## src/rtl/dl_regfile_oh_2r1w.sv

```systemverilog
// Register file, 2 read / 1 write, one-hot write select, register 0 reads as zero.
// Latency: reads are combinational (0 cycles), writes land at the next rising edge; wr_err is 1 cycle after the bad write.
// Backpressure: none; a write can be presented every cycle and is never stalled.
//
// Ports:
//   clk, rst_n           - clock, synchronous active-low reset
//   wr_en/wr_sel/wr_data - write request, one-hot register select, write data
//   rd_addrN/rd_dataN    - two independent combinational read ports (N = 0, 1)
//   wr_err               - one-cycle pulse after a write whose select was not one-hot
//   wr_err_sticky        - latched copy of wr_err, cleared only by reset
module dl_regfile_oh_2r1w #(
    parameter int DATA_WIDTH = 32,
    parameter int NUM_REGS   = 32,
    parameter int BYPASS     = 1
) (
    input  logic                        clk,
    input  logic                        rst_n,
    input  logic                        wr_en,
    input  logic [NUM_REGS-1:0]         wr_sel,
    input  logic [DATA_WIDTH-1:0]       wr_data,
    input  logic [$clog2(NUM_REGS)-1:0] rd_addr0,
    input  logic [$clog2(NUM_REGS)-1:0] rd_addr1,
    output logic [DATA_WIDTH-1:0]       rd_data0,
    output logic [DATA_WIDTH-1:0]       rd_data1,
    output logic                        wr_err,
    output logic                        wr_err_sticky
);

    localparam int AW = $clog2(NUM_REGS);
    // Register count widened by one bit so out-of-range addresses can be compared without truncation.
    localparam logic [AW:0] NUM_W = (AW+1)'(NUM_REGS);

    logic [DATA_WIDTH-1:0] regs [NUM_REGS];

    logic sel_any;
    logic sel_multi;
    logic sel_one_hot;
    logic wr_fire;
    logic wr_bad;

    // x & (x-1) clears the lowest set bit; anything left means two or more bits were set.
    assign sel_any     = |wr_sel;
    assign sel_multi   = |(wr_sel & (wr_sel - NUM_REGS'(1)));
    assign sel_one_hot = sel_any & ~sel_multi;

    // A write dropped by reset must neither update state nor be forwarded to the read ports.
    assign wr_fire = rst_n & wr_en & sel_one_hot;
    assign wr_bad  = wr_en & ~sel_one_hot;

    always_ff @(posedge clk) begin
        if (!rst_n) begin
            for (int k = 0; k < NUM_REGS; k++) begin
                regs[k] <= '0;
            end
            wr_err        <= 1'b0;
            wr_err_sticky <= 1'b0;
        end else begin
            // Entry 0 is never loaded, so a write selecting it is silently discarded.
            for (int k = 1; k < NUM_REGS; k++) begin
                if (wr_fire && wr_sel[k]) begin
                    regs[k] <= wr_data;
                end
            end
            wr_err        <= wr_bad;
            wr_err_sticky <= wr_err_sticky | wr_bad;
        end
    end

    function automatic logic [DATA_WIDTH-1:0] rd_mux(input logic [AW-1:0] a);
        logic [DATA_WIDTH-1:0] r;
        r = '0;
        if ((a != '0) && ({1'b0, a} < NUM_W)) begin
            r = regs[a];
            if ((BYPASS != 0) && wr_fire && wr_sel[a]) begin
                r = wr_data;
            end
        end
        return r;
    endfunction

    always_comb begin
        rd_data0 = rd_mux(rd_addr0);
        rd_data1 = rd_mux(rd_addr1);
    end

endmodule

```

## config.mk

```make
export PLATFORM = sky130hd
export DESIGN_NAME = dl_regfile_oh_2r1w
export DESIGN_NICKNAME = d
export VERILOG_FILES = /design/src/rtl/dl_regfile_oh_2r1w.sv
export SDC_FILE = /design/constraint.sdc
export NUM_CORES = 2
export LEC_CHECK = 0
export CAP_MARGIN = 20
export CORE_ASPECT_RATIO = 1.4
export CORE_UTILIZATION = 33
export CTS_CLUSTER_DIAMETER = 200
export DETAILED_ROUTE_END_ITERATION = 10
export SKIP_LAST_GASP = 1
export SYNTH_ARGS = -nofsm -noshare
export SYNTH_HDL_FRONTEND = slang
export SYNTH_SLANG_ARGS = --single-unit
```

## constraint.sdc

```tcl
create_clock -name clk -period 13.2 [get_ports clk]
set_input_delay 3.96 -clock clk [delete_from_list [all_inputs] [get_ports clk]]
set_output_delay 3.96 -clock clk [all_outputs]
set_load 0.005 [all_outputs]
```

-- Word level (Yosys, flattened, before mapping)
Memories as Yosys holds them, arrays and structs flattened.
Index checks and enable logic that the tools add are counted.
- bits in registers: 2
- latch bits: 0
- bits in writable memories: 1024
- ROM bits: 0
- output and inout port bits: 66
- word-level logic and storage cells: 215
- memories: 1
- add/subtract/negate cells: 1
- multipliers: 0
- divide/modulo/power cells: 0
- magnitude comparators: 2
- eq/ne operators: 0
- shift operators: 0
- muxes and demuxes: 133
- bitwise logic cells: 39
- reduce and logical (&&, ||, !) cells: 37
- memory list (name ; words ; width ; read ports ; clocked after memory_dff ; write ports ; line ; RTL):
    regs ; 32 ; 32 ; 2 ; 0 ; 32 ; 33 ; logic [DATA_WIDTH-1:0] regs [NUM_REGS];
- operator list (kind ; number):
    2-to-1 mux 32 bit ; 35
    2-to-1 mux 1 bit ; 96
    OR reduction 32 bit ; 2
    logical AND 1 bit ; 33
    AND 32 bit ; 1
    bitwise OR 1 bit ; 32
    subtractor 32 x 1 -> 32 bit, second input constant ; 1
    less-than comparator 5 x 6 -> 1 bit, second input constant ; 2
    binary-select mux 1 bit (select 5 bit) ; 2
    nonzero test 5 bit ; 2
    AND 1 bit ; 4
    inverter 1 bit ; 2

-- Longest topological paths before layout
- word-level depth: 11
- gate-level depth with buffers: 13
- mapped depth without buffers: 7

-- Worst setup path before layout
OpenSTA, ideal clock, no wires.
- path kind: input-to-output
- start: input wr_sel[17]
- end: output rd_data0[10]
- arrival time: 6990 ps
- slack: 2250 ps
- stages: 9
- buffers on the path: 2
- path through: or4_4 or4b_1 clkbuf_1 or4_4 o31ai_2 nand3_1 nor4_2 buf_2 mux2i_1
- cells in the longest elaborated chain, start to end: 9
- elaborated cells between the ends (all ways): 12
- ends and longest elaborated chain (item ; line ; RTL):
    from (decl) ; 19 ; input logic [NUM_REGS-1:0] wr_sel,
    subtractor 32 x 1 -> 32 bit ; 43 ; assign sel_multi = |(wr_sel & (wr_sel - NUM_REGS'(1)));
    AND 32 bit ; 43 ;
    OR reduction 32 bit ; 43 ;
    inverter 1 bit ; 44 ; assign sel_one_hot = sel_any & ~sel_multi;
    AND 1 bit ; 44 ;
    AND 1 bit ; 47 ; assign wr_fire = rst_n & wr_en & sel_one_hot;
    logical AND 1 bit * ; 74 ; if ((BYPASS != 0) && wr_fire && wr_sel[a]) begin
    2-to-1 mux 32 bit * ; 74 ;
    2-to-1 mux 32 bit * ; 72 ; if ((a != '0) && ({1'b0, a} < NUM_W)) begin
    to (decl) ; 23 ; output logic [DATA_WIDTH-1:0] rd_data0,
Mark *: on every way between the ends. The rest lies on a longest branch, timed or not. The select of a mux whose other input is x is not followed.

-- Worst setup path after layout
- start: input wr_sel[17]
- end: output rd_data1[20]
- cells in the longest elaborated chain, start to end: 9
- elaborated cells between the ends (all ways): 12
- ends and longest elaborated chain (item ; line ; RTL):
    subtractor 32 x 1 -> 32 bit ; 43 ;
    AND 32 bit ; 43 ;
    OR reduction 32 bit ; 43 ;
    inverter 1 bit ; 44 ;
    AND 1 bit ; 44 ;
    AND 1 bit ; 47 ;
    logical AND 1 bit * ; 74 ;
    2-to-1 mux 32 bit * ; 74 ;
    2-to-1 mux 32 bit * ; 72 ;
    to (decl) ; 24 ; output logic [DATA_WIDTH-1:0] rd_data1,
Marked as above.

==> metrics.txt <==
status=finished, final reports clean; final worst slack=about 770 ps; Ys Warns=0; die area=~160,000 um2; worst r2r path cells=1; hold path endpoint=wr_err_sticky; Rows=173; r2r setup slk=roughly 13,000 ps; Ports=roughly 140; Setup-failing EPs final=0; pre-CTS WS=a little under 800 ps; ys async rst share=0%; port bufs=between 100 and 150; dpl cells=a little over 5,000; Cells after Synth=around 3,100; Synth Cell Area=approximately 53,000 um2; Clock Skew=0 ps; largest net degree at the start of global routing=~180; clock root cell=clkbuf_16; DRC Markers=0; Core Util, Final=roughly 38%; Least-Margin Pin Slew=about 1200 ps; Overall Power=about 7.7 mW; final setup TNS=0 ps; number of global-route vias before repair=~33,000; min cycle time layout=around 12,000 ps; share of layout cells above drive strength 1=between 30% and 40%; initial antenna violation count=8; Syn-to-layout area delta=13.28%; Hold WS=approximately 500 ps; Avg WL per Cell=between 30 and 40 um; Top FF cell, synth=edfxtp_1; post-route ant nets=0; syn_nets=roughly 3,200; Yosys cell types=between 40 and 50; mean post-synth cell area=~17 um2; H-tree depth=3; design area=a little under 60,000 um2; share of the synthesized area in the top cell type=between 50% and 60%; post-CTS sizing=0; Post-DP HPWL=100,800 um; Crit Reg-Reg Endpoint=wr_err_sticky; final cycle utilization of the critical path=94.20%; Clock Tree Buf Depth=3; die width=between 300 and 400 um; Critical Path End Type=output port; Peak supply drop=about 0.0001 V; vias post-DR=around 33,000; Pins Over Slew Limit=0; synthesized flop and latch total=between 900 and 1,000; final hold violations=0; most frequent cells after synthesis=992 x edfxtp_1, 580 x mux4_2, 354 x nor3_1; crit path max fanout=27; gpl congestion=just under 0.9; Iter 0 DRT Violations=~3,700; hold depth=1; Die H=between 400 and 500 um; area post-placement=roughly 57,000 um2; RSZ-0062 raised after global routing=false; most common cell in the synthesized netlist=edfxtp_1; Worst-path clk slew=approximately 60 ps; core area=between 150,000 and 200,000 um2; Area contributors post-synth=edfxtp_1 57%, mux4_2 25%, nor3_2 3.8%, nor3_1 3.4%, mux2i_1 3.3%; Final nets=3,205; P per Cell Area=129.4 nW/um2; fin cells=5,308; Critical R2R Launch=wr_err_sticky; critical path data required time=9240 ps; hold buffers post-CTS=0; first-pass GRT wire length=between 200,000 and 300,000 um; Initial Util=between 30% and 40%; gr ovfl total=0; Rel. slew slack=22.70%; final WL=roughly 180,000 um; Max-Cap Viols=0; crit path kind=in2out; GRT Total Usage=22.42%; sequential element share of the synthesized area=roughly 57%; Leakage=approximately 19 nW; Setup Buffers After CTS=0; total CTS buffers=92; worst skew pair latency=approximately 700 ps; Max Freq=80.42 MHz; Vias per Instance=between 6 and 7; Sink Count=about 990; hold crit path type=reg2reg; number of synthesized flops with an enable pin=approximately 990; Synth area leader=edfxtp_1; startpoint types=input port; hold path startpoint=wr_err_sticky; arrival time worst endpoint=around 8500 ps; CTS tree=built; DR pass1 iterations=7
[metal layers]
| layer | track usage [%] | vias to the layer above | routed length (um) |
|---|---|---|---|
| met3 | 3.275 | 482 | 13700 |
| met5 | 0 | - | 39 |
| li1 | - | 12980 | - |
| met4 | 11.20 | 6 | 9735 |
| met2 | 38.07 | 1781 | 91420 |
| met1 | 27.89 | 17633 | 67800 |
[how the worst max path moves through the flow]
stage | startpoint | end | slack, ps | depth (start not counted)
finish | wr_sel[17] | rd_data1[20] | 770 | 10
floorplan | wr_sel[17] | rd_data0[10] | 2250 | 9
detailed placement | wr_sel[17] | rd_data1[12] | 780 | 10
CTS | wr_sel[17] | rd_data1[12] | 770 | 10
global placement | wr_sel[17] | rd_data1[15] | 890 | 10
global route | wr_sel[17] | rd_data1[5] | 650 | 10
[worst max-delay path: stages]
cell and delay, ps:
clkdlybuf4s50_1 580, or4_4 630, or4b_1 600, or4_4 540, o31ai_2 250, nand3_1 260
nor4_4 460, buf_12 370, mux2i_1 260, clkdlybuf4s50_1 530
[kinds of logic after synthesis]
family	count (synthesis)	share of synthesized area, %
AO/OA/AOI/OAI	156	1.887
buffers and inverters	397	3.242
flip-flops	994	56.67
multiplexers	780	28.68
AND/OR/NAND/NOR	814	9.522
[layout by cell type, fill, tap and decap left out, types with 35 or more instances in the layout]
cell               n
nor3_1           354
clkinv_1          47
buf_4             81
edfxtp_1         992
mux4_2           580
clkbuf_16         94
nor3_2           200
o21ai_0           37
and2_1            35
mux2i_1          173
clkdlybuf4s50_1  132
nand2_1          138
[registers in the layout, indices dropped and copies added (netlist names)]
signal         flops
wr_err             1
regs             992
wr_err_sticky      1
[layout make-up]
cell class	instances	area, um2
Antenna cell	2	5.005
Fill cell	14595	98820
Tap cell	2100	2628
Multi-Input combinational cell	1750	21500
Inverter	53	203.9
Clock buffer	108	2405
Sequential cell	994	29830
Clock inverter	64	669.4
Timing Repair Buffer	237	2389
[where the power goes]
group          total, mW  switching, mW  leakage [nW]  internal, mW
clock               2.79           1.24          1.48          1.55
sequential          3.77         0.0893          9.50          3.68
combinational       1.15          0.647          7.54         0.505
(Power assumes the default switching activity.)
